--- src/rtl/ysyx_24100005_lsu_pkg.sv ---
// Shared types and constants for the NPC load/store unit.
package ysyx_24100005_lsu_pkg;

  typedef enum logic [1:0] {
    IDLE = 2'd0,
    REQ  = 2'd1,
    RESP = 2'd2,
    WB   = 2'd3
  } lsu_state_e;

  // RV32I funct3 codes; stores reuse B/H/W for SB/SH/SW.
  localparam logic [2:0] F3_B  = 3'b000;
  localparam logic [2:0] F3_H  = 3'b001;
  localparam logic [2:0] F3_W  = 3'b010;
  localparam logic [2:0] F3_BU = 3'b100;
  localparam logic [2:0] F3_HU = 3'b101;

  // True when funct3 names a memory op this unit can execute.
  function automatic logic f3_supported(input logic is_store, input logic [2:0] f3);
    if (is_store) return (f3 == F3_B) || (f3 == F3_H) || (f3 == F3_W);
    return (f3 == F3_B) || (f3 == F3_H) || (f3 == F3_W) ||
           (f3 == F3_BU) || (f3 == F3_HU);
  endfunction

  // True when the access size does not fit its natural alignment.
  function automatic logic f3_misaligned(input logic [2:0] f3, input logic [1:0] off);
    case (f3)
      F3_H, F3_HU: return off[0];
      F3_W:        return off != 2'b00;
      default:     return 1'b0;
    endcase
  endfunction

endpackage

--- src/rtl/ysyx_24100005_lsu_extract.sv ---
// Load data lane select and sign/zero extension (purely combinational).
module ysyx_24100005_lsu_extract
  import ysyx_24100005_lsu_pkg::*;
(
  input  logic [31:0] i_rdata,
  input  logic [1:0]  i_off,
  input  logic [2:0]  i_funct3,
  output logic [31:0] o_data
);

  logic [7:0]  w_byte;
  logic [15:0] w_half;

  assign w_byte = i_rdata[{i_off, 3'b000} +: 8];
  assign w_half = i_rdata[{i_off[1], 4'b0000} +: 16];

  // Extend the selected lane according to the load width and signedness.
  always_comb begin
    case (i_funct3)
      F3_B:    o_data = {{24{w_byte[7]}}, w_byte};
      F3_H:    o_data = {{16{w_half[15]}}, w_half};
      F3_BU:   o_data = {24'd0, w_byte};
      F3_HU:   o_data = {16'd0, w_half};
      default: o_data = i_rdata;
    endcase
  end

endmodule

--- src/rtl/ysyx_24100005_lsu.sv ---
// Multi-cycle load/store unit: one op at a time, one word-aligned bus request,
// one-cycle register-file write-back for loads.
// Optional build macro LSU_MISALIGN_CHECK_EN: misaligned half/word accesses
// fault without touching the bus.
module ysyx_24100005_lsu #(
  parameter int ADDR_WIDTH = 32,
  parameter int DATA_WIDTH = 32
) (
  input  logic                  clk,
  input  logic                  rst,
  input  logic                  in_valid,
  output logic                  in_ready,
  input  logic                  in_is_store,
  input  logic [2:0]            in_funct3,
  input  logic [ADDR_WIDTH-1:0] in_addr,
  input  logic [DATA_WIDTH-1:0] in_wdata,
  input  logic [4:0]            in_rd,
  output logic                  mem_req_valid,
  input  logic                  mem_req_ready,
  output logic [ADDR_WIDTH-1:0] mem_req_addr,
  output logic                  mem_req_wen,
  output logic [3:0]            mem_req_wmask,
  output logic [DATA_WIDTH-1:0] mem_req_wdata,
  input  logic                  mem_resp_valid,
  input  logic [DATA_WIDTH-1:0] mem_resp_rdata,
  input  logic                  mem_resp_err,
  output logic                  rf_wen,
  output logic [4:0]            rf_waddr,
  output logic [DATA_WIDTH-1:0] rf_wdata,
  output logic                  done,
  output logic                  err
);

  import ysyx_24100005_lsu_pkg::*;

  lsu_state_e            r_state;
  lsu_state_e            w_next_state;
  logic                  r_is_store;
  logic [2:0]            r_funct3;
  logic [ADDR_WIDTH-1:0] r_addr;
  logic [DATA_WIDTH-1:0] r_wdata;
  logic [4:0]            r_rd;
  logic [DATA_WIDTH-1:0] r_rdata;
  logic                  r_err;
  logic                  w_bad;
  logic [3:0]            w_st_mask;
  logic [DATA_WIDTH-1:0] w_st_data;
  logic [31:0]           w_ld_data;

`ifdef LSU_MISALIGN_CHECK_EN
  assign w_bad = !f3_supported(in_is_store, in_funct3) ||
                 f3_misaligned(in_funct3, in_addr[1:0]);
`else
  assign w_bad = !f3_supported(in_is_store, in_funct3);
`endif

  // State register.
  always_ff @(posedge clk) begin
    // NOTE: sequential state uses non-blocking assignments so every flop
    // samples pre-edge values regardless of statement order.
    if (rst) r_state <= IDLE;
    else     r_state <= w_next_state;
  end

  // Next-state decode; faulting ops skip the bus and go straight to WB.
  always_comb begin
    // NOTE: a default first keeps every path assigned, so no latch is inferred.
    w_next_state = r_state;
    case (r_state)
      IDLE:    if (in_valid) w_next_state = w_bad ? WB : REQ;
      REQ:     if (mem_req_ready) w_next_state = RESP;
      RESP:    if (mem_resp_valid) w_next_state = WB;
      WB:      w_next_state = IDLE;
      default: w_next_state = IDLE;
    endcase
  end

  // Latch the op on accept and the response in RESP; outputs derive from these.
  always_ff @(posedge clk) begin
    if (rst) begin
      r_is_store <= 1'b0;
      r_funct3   <= 3'd0;
      r_addr     <= '0;
      r_wdata    <= '0;
      r_rd       <= 5'd0;
      r_rdata    <= '0;
      r_err      <= 1'b0;
    end else begin
      if (r_state == IDLE && in_valid) begin
        r_is_store <= in_is_store;
        r_funct3   <= in_funct3;
        r_addr     <= in_addr;
        r_wdata    <= in_wdata;
        r_rd       <= in_rd;
        r_err      <= w_bad;
      end
      if (r_state == RESP && mem_resp_valid) begin
        r_rdata <= mem_resp_rdata;
        r_err   <= mem_resp_err;
      end
    end
  end

  // Store byte strobes and lane replication from the latched op.
  always_comb begin
    case (r_funct3)
      F3_B: begin
        w_st_mask = 4'b0001 << r_addr[1:0];
        w_st_data = {4{r_wdata[7:0]}};
      end
      F3_H: begin
        w_st_mask = 4'b0011 << {r_addr[1], 1'b0};
        w_st_data = {2{r_wdata[15:0]}};
      end
      default: begin
        w_st_mask = 4'b1111;
        w_st_data = r_wdata;
      end
    endcase
  end

  ysyx_24100005_lsu_extract u_extract (
    .i_rdata  (r_rdata),
    .i_off    (r_addr[1:0]),
    .i_funct3 (r_funct3),
    .o_data   (w_ld_data)
  );

  // Output decode from state and latched registers only.
  always_comb begin
    in_ready      = (r_state == IDLE) && !rst;
    mem_req_valid = 1'b0;
    mem_req_addr  = '0;
    mem_req_wen   = 1'b0;
    mem_req_wmask = 4'b0000;
    mem_req_wdata = '0;
    done          = 1'b0;
    err           = 1'b0;
    rf_wen        = 1'b0;
    rf_waddr      = r_rd;
    rf_wdata      = w_ld_data;
    case (r_state)
      REQ: begin
        mem_req_valid = 1'b1;
        mem_req_addr  = {r_addr[ADDR_WIDTH-1:2], 2'b00};
        mem_req_wen   = r_is_store;
        if (r_is_store) begin
          mem_req_wmask = w_st_mask;
          mem_req_wdata = w_st_data;
        end
      end
      WB: begin
        done   = 1'b1;
        err    = r_err;
        rf_wen = !r_is_store && !r_err;
      end
      default: ;
    endcase
  end

endmodule

--- config.mk ---
export PLATFORM = sky130hd
export DESIGN_NAME = ysyx_24100005_lsu
export DESIGN_NICKNAME = d
export VERILOG_FILES = /design/src/rtl/ysyx_24100005_lsu_pkg.sv /design/src/rtl/ysyx_24100005_lsu_extract.sv /design/src/rtl/ysyx_24100005_lsu.sv
export SDC_FILE = /design/constraint.sdc
export NUM_CORES = 1
export LEC_CHECK = 0
export BUFFER_PORTS_ARGS = -buffer_cell sky130_fd_sc_hd__buf_4
export CAP_MARGIN = 25
export CORE_MARGIN = 2
export CORE_UTILIZATION = 52
export CTS_CLUSTER_DIAMETER = 200
export CTS_CLUSTER_SIZE = 20
export DETAILED_ROUTE_END_ITERATION = 10
export PLACE_DENSITY_LB_ADDON = 0.15
export SLEW_MARGIN = 20
export SYNTH_ARGS = -nofsm -noshare
export SYNTH_HDL_FRONTEND = slang
export SYNTH_SLANG_ARGS = --single-unit
--- constraint.sdc ---
create_clock -name clk -period 4.8 [get_ports clk]
set_input_delay 0.96 -clock clk [delete_from_list [all_inputs] [get_ports clk]]
set_output_delay 0.96 -clock clk [all_outputs]
set_load 0.02 [all_outputs]
==> reports/qor.csv <==
stage,metric,value,unit
run_status,status,"complete, no violations",
yosys,syn_area,5224,µm²
floorplanning,die_h,104.2,µm
layout,insertedDiodeCount,0,
sta,clock.fmax,0.2761,GHz
yosys,synth_top_area_share,41.39,%
worst_setup_path,worstPathMaxFanout,22,
layout,n_fill_cell,811,
sta,hold_viol,0,
worst_setup_path,worstSetupPathDepth,5,
sta,rsz0062_at_grt,no,
yosys,async_reset_ff_share,0,%
detailed_routing,vias,5704,
cts,post_cts_buffers,0,
yosys,synthDistinctLibCells,39,
worst_setup_path,path_cells,nor2b_1 -> or3b_2 -> a21oi_1 -> a21oi_1 -> buf_4,
worst_setup_path,cp.buffers_inverters,1,
hold_path,hold-path-cell-count,2,
pwr,switching_share,39.72,%
worst_setup_path,worstPathArrival,2.66,ns
sta,min_period,3.621,ns
floorplanning,num_io_pins,222,
place,dpl.hpwl,11690,µm
sta,slew_headroom,35.87,%
global_route,grt_pass1_vias,5246,
floorplanning,fp.dieW,104.2,µm
floorplanning,dieArea,10860,µm²
cts,cts_hold_buf,0,
worst_setup_path,max_stage_delay,0.97,ns
yosys,yosysWarnings,0,
sta,setup_viol,0,
sta,setup_tns,0,ns
layout,drive_gt1_share,27.60,%
pwr,p_sw,1.106,mW
sta,whs,0.4544,ns
hold_path,hold_class,reg -> reg,
cts,clk_latency,0.37,ns
yosys,synth_top_cells_by_count,"291 x nand2_1, 133 x a21oi_1, 108 x dfxtp_1, 36 x clkbuf_1, 33 x and2_1",
floorplanning,core,9774,µm²
worst_setup_path,reg2reg_slack,2.65,ns
layout,nets,1042,
cts,cts-root-buf,clkbuf_8,
yosys,seq_area_frac_synth,41.39,%
cts,htreeDepth,3,
detailed_routing,vias_per_cell,5.361,
yosys,yosysTopAreaCell,dfxtp_1,
worst_setup_path,reg2reg_from,r_state[0],
cts,cts_buffer_depth,2,
pwr,peakVddDrop,0.0001984,V
hold_path,hp-start,r_addr[8],
place,routabilityCongestion,0.9536,
pwr,p_clk_share,18.6,%
worst_setup_path,slowest_stage,dfxtp_1,
flow_run,cap_violations,0,
global_route,grtUsageTotal,28.12,%
cts,cts_tree,built,
worst_setup_path,r2r-end,r_wdata[15],
worst_setup_path,critPathLaunch,r_funct3[0],
pwr,p_leak,3.122,nW
worst_setup_path,reg2reg_depth,6,
cts,cts_resized,0,
sta,fin_skew,0.005359,ns
yosys,synth_edf_count,0,
detailed_routing,postRouteAntennaNets,0,
cts,cts.sinks,108,
yosys,netlist_top_cells_area,"dfxtp_1 41%, nand2_1 21%, a21oi_1 13%",
yosys,syn_inst,747,
detailed_routing,drt-initial-drc-count,312,
cts,clk_pin_slew,0.10,ns
global_route,grt_max_degree,110,
pwr,power_frac_comb,38.6,%
yosys,ys.flop_type,dfxtp_1,
global_route,antenna_found_initial,0,
pwr,p_per_area,394.6,nW/µm²
sta,timing.final.crit_share,75.44,%
worst_setup_path,worst_path_most_repeated_cell,a21oi_1,
yosys,yosysMostFrequentCell,nand2_1,
pwr,p_int,1.678,mW
sta,final_max_slew_viol_count,0,
yosys,synth_area_per_cell,6.993,µm²
detailed_routing,firstDrtPassIters,5,
sta,tightest_slew,0.9606,ns
floorplanning,num_rows,36,
worst_setup_path,cp.required,3.84,ns
worst_setup_path,endpoint_kind,output port,
pwr,power,2.784,mW
worst_setup_path,path_delay_family,flip-flops,
worst_setup_path,crit_type,reg -> out,
detailed_routing,routed_wl,15960,µm
detailed_routing,drc,0,
place,io_buffers,219,
layout,areaGrowthSynthToFinish,35.07,%
global_route,grt_pass1_wl,25000,µm
floorplanning,start_util,53.44,%
cts,numCtsBuffers,9,
global_route,overflow,0,
worst_setup_path,startpoint_type,flip-flop,
detailed_routing,wl_per_cell,15.00,µm
hold_path,holdPathEnd,r_addr[8],
pwr,p_seq_share,42.7,%
yosys,ys_ff_latch,108,
-- state kept, by name (all words and copies together) (netlist names) --
signal and flops:
r_rdata 32, r_is_store 1, rf_waddr 5, r_addr 32, r_err 1, r_state 2
r_funct3 3, r_wdata 32
-- routing by layer --
layer	vias to the layer above	global-route usage, %	wire length (µm)	part of all wire [%]
li1	2770	-	-	-
met1	2643	33.75	6338	40
met5	-	0	0	0
met4	0	14.19	622	3.9
met2	242	47.32	7869	49
met3	49	6.266	1130	7.1
-- layout by cell type, fill, tap and decap left out, types with 6 or more instances in the layout --
master,count
a211oi_1,11
a21oi_1,133
and2_1,32
and3_1,8
buf_4,224
clkbuf_8,11
dfxtp_1,108
inv_1,10
mux2i_1,10
nand2_1,290
nor2_1,24
nor2b_1,6
o21ai_0,7
-- worst min-delay path: cells and delay by family (launching register included) --
family	cells	cell delay, ns
simple gates	1	0.05
flops	1	0.32
compound gates	1	0.05
-- worst max-delay path by stage --
stage,slack [ns],endpoint
floorplan,2.24,mem_req_wdata[10]
global placement,1.71,rf_wdata[1]
detailed placement,1.61,rf_wdata[1]
CTS,1.19,rf_wdata[1]
global route,0.97,rf_wdata[1]
finish,1.18,rf_wdata[1]
-- metrics by stage --
| step | instances | utilization (%) | setup slack, ns | cell area, µm² |
|---|---|---|---|---|
| after floorplan | 748 | - | 2.242 | 5228 |
| after global placement | 1044 | 69.71 | 1.708 | 6814 |
| after detailed placement | 1046 | 70.02 | 1.606 | 6844 |
| after CTS | 1062 | 71.86 | 1.194 | 7024 |
| after global routing | 1064 | 72.18 | 0.9724 | 7056 |
| final | 1064 | 72.18 | 1.179 | 7056 |
-- cell families (layout without fill, tap and decap cells) --
logic type | after synthesis | in the layout | share of synthesized area [%]
AND/OR/NAND/NOR | 381 | 381 | 30.73
AO/OA/AOI/OAI | 164 | 164 | 16.89
flip-flops | 108 | 108 | 41.39
buffers and inverters | 71 | 254 | 5.796
multiplexers | 17 | 17 | 3.928
adder cells (fa/ha/maj) | 5 | 5 | 1.198
other | 1 | 2 | 0.07179
-- power by group through the flow --
stage                     Sequential, mW  Clock [mW]  Combinational [mW]
after floorplan                     1.15           0               0.732
after global placement              1.19           0                1.03
after detailed placement            1.20           0                1.06
after CTS                           1.18       0.524                1.07
after global routing                1.21       0.558                1.18
final                               1.19       0.519                1.08
-- cell type report --
| class | count | area (µm²) | area share [%] |
|---|---|---|---|
| clock inverters | 3 | 21.27 | 0.3015 |
| flip-flops and latches | 108 | 2162 | 30.64 |
| repair buffers | 228 | 1743 | 24.70 |
| well taps | 133 | 166.4 | 2.359 |
| multi-input cells | 569 | 2766 | 39.21 |
| inverters | 10 | 37.54 | 0.5320 |
| clock buffers | 13 | 158.9 | 2.252 |
Note: power is estimated with default switching activity, not from simulation.
